## src/rtl/piso_share_pkg.sv

```systemverilog
// Shared types and constants for the two-requester PISO serializer.
// Holds the FSM encoding, the requester IDs and the round-robin grant helper.
package piso_share_pkg;

    localparam logic [1:0] ST_IDLE  = 2'd0;
    localparam logic [1:0] ST_SHIFT = 2'd1;
    localparam logic [1:0] ST_PAR   = 2'd2;

    typedef enum logic [1:0] {
        IDLE  = ST_IDLE,
        SHIFT = ST_SHIFT,
        PAR   = ST_PAR
    } state_t;

    localparam logic REQ0 = 1'b0;
    localparam logic REQ1 = 1'b1;

    // The pointer only breaks ties; a lone requester always wins.
    function automatic logic rr_grant(input logic v0, input logic v1, input logic ptr);
        if (v0 && v1) begin
            return ptr;
        end
        return v1 ? REQ1 : REQ0;
    endfunction

endpackage

```

## src/rtl/piso_shift_core.sv

```systemverilog
// WIDTH-bit parallel-load, shift-left register; msb is the bit currently on the wire.
module piso_shift_core #(
    parameter int WIDTH = 4
) (
    input  logic             clk,
    input  logic             reset,
    input  logic             load,
    input  logic             shift,
    input  logic [WIDTH-1:0] data,
    output logic             msb
);

    logic [WIDTH-1:0] shreg;

    // NOTE: state uses non-blocking assignments so every flop samples pre-edge values.
    // NOTE: this register is cleared on reset so a dropped frame never leaks stale bits.
    always_ff @(posedge clk or negedge reset) begin
        if (!reset) begin
            shreg <= '0;
        end else if (load) begin
            shreg <= data;
        end else if (shift) begin
            shreg <= {shreg[WIDTH-2:0], 1'b0};
        end
    end

    assign msb = shreg[WIDTH-1];

endmodule

```

## src/rtl/piso_share_ctrl.sv

```systemverilog
// Round-robin arbiter + FSM sharing one serializer between two requesters.
// Define PARITY_EN to append an even-parity bit (^data) after each data word.
module piso_share_ctrl
    import piso_share_pkg::*;
#(
    parameter  int WIDTH = 4,
    localparam int CNT_W = $clog2(WIDTH + 1)
) (
    input  logic             clk,
    input  logic             reset,
    input  logic [WIDTH-1:0] data0,
    input  logic             valid0,
    output logic             ready0,
    input  logic [WIDTH-1:0] data1,
    input  logic             valid1,
    output logic             ready1,
    output logic             ser_out,
    output logic             ser_valid,
    output logic             ser_last,
    output logic             ser_src,
    output logic             busy
);

    state_t           state;
    logic [CNT_W-1:0] cnt;
    logic             rr_ptr;
    logic             grant;
    logic             xfer;
    logic             shift_en;
    logic             msb;
    logic [WIDTH-1:0] load_data;

    // NOTE: every always_comb output gets a default first so no latch is inferred.
    always_comb begin
        grant     = rr_grant(valid0, valid1, rr_ptr);
        ready0    = 1'b0;
        ready1    = 1'b0;
        load_data = data0;
        // Gating with reset keeps ready low while the block is held in reset.
        if (reset && state == IDLE) begin
            ready0 = valid0 && (grant == REQ0);
            ready1 = valid1 && (grant == REQ1);
        end
        if (grant == REQ1) begin
            load_data = data1;
        end
        xfer     = ready0 || ready1;
        shift_en = (state == SHIFT);
    end

    piso_shift_core #(
        .WIDTH (WIDTH)
    ) u_core (
        .clk   (clk),
        .reset (reset),
        .load  (xfer),
        .shift (shift_en),
        .data  (load_data),
        .msb   (msb)
    );

    always_ff @(posedge clk or negedge reset) begin
        if (!reset) begin
            state     <= IDLE;
            cnt       <= '0;
            rr_ptr    <= REQ0;
            ser_valid <= 1'b0;
            ser_last  <= 1'b0;
            ser_src   <= 1'b0;
        end else begin
            case (state)
                IDLE: begin
                    if (xfer) begin
                        state     <= SHIFT;
                        cnt       <= CNT_W'(WIDTH - 1);
                        rr_ptr    <= ~grant;
                        ser_valid <= 1'b1;
                        ser_last  <= 1'b0;
                        ser_src   <= grant;
                    end
                end
                SHIFT: begin
                    if (cnt == '0) begin
`ifdef PARITY_EN
                        state    <= PAR;
                        ser_last <= 1'b1;
`else
                        state     <= IDLE;
                        ser_valid <= 1'b0;
                        ser_last  <= 1'b0;
                        ser_src   <= 1'b0;
`endif
                    end else begin
                        cnt <= cnt - 1'b1;
`ifdef PARITY_EN
                        ser_last <= 1'b0;
`else
                        ser_last <= (cnt == CNT_W'(1));
`endif
                    end
                end
                PAR: begin
                    state     <= IDLE;
                    ser_valid <= 1'b0;
                    ser_last  <= 1'b0;
                    ser_src   <= 1'b0;
                end
                default: begin
                    state     <= IDLE;
                    ser_valid <= 1'b0;
                    ser_last  <= 1'b0;
                    ser_src   <= 1'b0;
                end
            endcase
        end
    end

`ifdef PARITY_EN
    logic par_bit;

    // Parity is taken from the word as loaded, before shifting destroys it.
    always_ff @(posedge clk or negedge reset) begin
        if (!reset) begin
            par_bit <= 1'b0;
        end else if (xfer) begin
            par_bit <= ^load_data;
        end
    end

    assign ser_out = ser_valid && ((state == PAR) ? par_bit : msb);
`else
    assign ser_out = ser_valid && msb;
`endif

    assign busy = (state != IDLE);

endmodule

```

## config.mk

```make
export PLATFORM = sky130hd
export DESIGN_NAME = piso_share_ctrl
export DESIGN_NICKNAME = d
export VERILOG_FILES = /design/src/rtl/piso_share_pkg.sv /design/src/rtl/piso_shift_core.sv /design/src/rtl/piso_share_ctrl.sv
export SDC_FILE = /design/constraint.sdc
export NUM_CORES = 1
export LEC_CHECK = 0
export CORE_MARGIN = 2
export CORE_UTILIZATION = 45
export CTS_BUF_LIST = sky130_fd_sc_hd__clkbuf_4 sky130_fd_sc_hd__clkbuf_8
export DETAILED_ROUTE_END_ITERATION = 12
export DONT_BUFFER_PORTS = 1
export GPL_TIMING_DRIVEN = 0
export HOLD_SLACK_MARGIN = 0.06
export PLACE_DENSITY_LB_ADDON = 0.2
export REMOVE_ABC_BUFFERS = 1
export SYNTH_ARGS = -nofsm -noshare
export SYNTH_HDL_FRONTEND = slang
export SYNTH_SLANG_ARGS = --single-unit
```

## constraint.sdc

```tcl
create_clock -name clk -period 2.9 [get_ports clk]
set_input_delay 0.145 -clock clk [delete_from_list [all_inputs] [get_ports clk]]
set_output_delay 0.145 -clock clk [all_outputs]
set_load 0.01 [all_outputs]
```

==> metrics.md <==
| Metric | Value |
|---|---|
| Outcome | completed |
| CP endpoint kind | flop |
| # clock sinks | 11 |
| RSZ-0062 raised after global routing | false |
| Final Cycle Share | 0.7484 |
| Initial antenna violation count | 0 |
| WL/cell | roughly 15 um |
| PortBufs | 0 |
| Clk_skew | around 0.0077 ns |
| Fraction of power consumed by sequential logic | 0.427 |
| Clock Latency Late Sink | ~0.27 ns |
| Layout cells sized above 1 | 0.08642 |
| Die height | 42.86 um |
| Antenna-violating nets left | 0 |
| Pwr Density | 971.0 nW/um^2 |
| Post-synthesis sequential area ratio | 0.4052 |
| Placer Congestion | 0.7968 |
| Min cycle time layout | 2.170 ns |
| Max-slew violation count | 0 |
| GRT overflow | 0 |
| Iter 0 DRT Violations | 4 |
| Antenna diode count | 0 |
| Post-Syn Instances | 73 |
| Detailed-route wire length | 1467 um |
| # fillers | ~140 |
| Vias in the first global route | 590 |
| Crit-path max FO | 18 |
| Cell area after synthesis | 679.4 sq um |
| CTS tree | yes |
| Max IR drop VDD | ~0.54 mV |
| Setup violations, final | 0 |
| Synth unique cells | 20 |
| Initial Util | 0.4673 |
| Sw Ratio | 0.3969 |
| Dpl cells | 84 |
| Worst Path Required | 3.11 ns |
| Drt pass-1 iters | 3 |
| Die X | 42.86 um |
| Max clock buf depth | 2 |
| Int Power | 0.4550 mW |
| Hold-critical path depth | 2 |
| Total Routing Usage GR | 0.1943 |
| Gate power share | 0.419 |
| Hold buffer count at CTS | 9 |
| Layout Cells excl Fill | 97 |
| Final Hold Fails | 0 |
| Largest net degree at the start of global routing | 19 |
| Worst Setup Start Kind | flop |
| Worst-path clk slew | 0.08 ns |
| Fin nets | a little under 100 |
| Lkg Pwr | 0.3391 nW |
| Max cap viols | 0 |
| CTS HTree Levels | 1 |
| Worst Setup Path Type | reg -> reg |
| Total net switching power | roughly 0.30 mW |
| Clock share of power | 0.154 |
| Core area | 1454 sq um |
| CTS buffer count | 3 |
| Fmax | around 0.46 GHz |
| Global-route wire length before repair | 2532 um |
| Detailed-route DRC error count | 0 |
| YS warnings | 0 |
| Arrival time at the worst endpoint | 2.38 ns |
| Area grow syn2layout | 14.36% |
| Total I/O pin count | 19 |
| Die area | 1837 sq um |
| Vias | roughly 540 |
| Setup tns final | 0 ns |
| Setup Buffers After CTS | 0 |
| Reg2Reg Depth | 4 |
| Slew at the pin closest to its max-slew limit | 0.6768 ns |
| Synthesized area per cell | 9.307 sq um |
| Via density | 5.546 |
| HPWL Detailed | 1049 um |
| Row cnt | 14 |
| Min-Delay Path Class | in -> reg |
| Post-CTS resize count | 0 |
| Relative slew slack | 0.5488 |
| Flops & latches, synth | 11 |
| Root Driver | clkbuf_4 |
cells in the final DEF (no fill, tap or decap), drive strengths merged:
cell	synthesis	final
a21oi	4	4
a221oi	3	3
a31oi	4	4
a32oi	1	1
and2	1	1
clkbuf	0	4
dfrtp	11	11
dlygate4sd3	0	9
ha	3	3
inv	3	3
mux2i	3	3
nand2	4	4
nand2b	3	3
nand3	6	6
nor2	4	4
nor2b	6	6
nor3	1	1
o21ai	10	10
or2	1	1
Yosys cell counts, drive strengths merged:
library cell	number	share of area
inv	3	0.017
dfrtp	11	0.41
nand2b	3	0.028
nand2	4	0.022
a32oi	1	0.013
a221oi	3	0.066
nor3	1	0.0074
and2	1	0.0092
ha	3	0.055
nand3	6	0.044
nor2	4	0.022
nor2b	6	0.055
o21ai	10	0.074
a31oi	4	0.037
a21oi	4	0.029
or2	1	0.0092
buf	5	0.063
mux2i	3	0.044
cell families after synthesis:
family	synth area share
and+or+nand+nor	0.1971
buffers and inverters	0.07917
DFF	0.4052
adders and majority gates	0.05525
AOI/OAI and AO/OA	0.2191
muxes	0.04420
sequential cells by signal, indices dropped and copies added (netlist names):
| name | flops |
|---|---|
| ser_valid | 1 |
| u_core.shreg | 4 |
| ser_last | 1 |
| ser_src | 1 |
| cnt | 3 |
| rr_ptr | 1 |
through the flow:
step                hold WS (ns)  cell area [sq um]  utilization  setup slack (ns)  power [mW]
floorplan                -0.1506              636.9            -             1.403      0.5304
global placement         -0.1504              656.9       0.4518             1.156      0.5821
detailed placement       -0.1504              656.9       0.4518             1.137      0.5981
CTS                      0.06290              777.0       0.5344            0.7196      0.7643
global route             0.06121              777.0       0.5344            0.5849      0.8248
finish                   0.06916              777.0       0.5344            0.7295      0.7544
power by group through the flow:
stage          Combinational (mW)  Clock (mW)  Sequential (mW)
2_1_floorplan               0.228           0            0.303
3_3_place_gp                0.263           0            0.319
3_5_place_dp                0.271           0            0.327
4_1_cts                     0.320       0.120            0.324
5_1_grt                     0.358       0.130            0.337
6_report                    0.316       0.116            0.322
worst max-delay path, cell delays in order (launching register included):
cell	delay, ns
dfrtp_1	0.64
nor2b_1	0.61
a21oi_1	0.14
a31oi_1	0.16
dlygate4sd3_1	0.56
layer usage:
metal  part of all wire  track usage
met1               0.42       0.2016
met2               0.52       0.3303
met3              0.052      0.07234
met4              0.010       0.1125
met5                  0            0
path summary, 6_finish.rpt:
| kind | start | to | slack (ns) |
|---|---|---|---|
| min in group asynchronous | reset | ser_last$_DFFE_PN0P_ | 0.28 |
| max in group asynchronous | reset | u_core.shreg[0]$_DFFE_PN0P_ | 2.26 |
| setup reg to reg | ser_valid$_DFFE_PN0P_ | u_core.shreg[0]$_DFFE_PN0P_ | 0.73 |
| hold reg to reg | rr_ptr$_DFFE_PN0P_ | rr_ptr$_DFFE_PN0P_ | 0.51 |
| hold / removal | data0[2] | u_core.shreg[2]$_DFFE_PN0P_ | 0.07 |
| setup / recovery | ser_valid$_DFFE_PN0P_ | u_core.shreg[0]$_DFFE_PN0P_ | 0.73 |
cell type report:
type | count | area (sq um) | area share
multi-input combinational | 54 | 350.3 | 0.4509
clock buffer | 4 | 30.03 | 0.03865
tap | 16 | 20.02 | 0.02576
inverter | 3 | 11.26 | 0.01449
timing repair buffer | 9 | 90.09 | 0.1159
sequential | 11 | 275.3 | 0.3543
No activity file was read; power rests on OpenSTA's default activity.
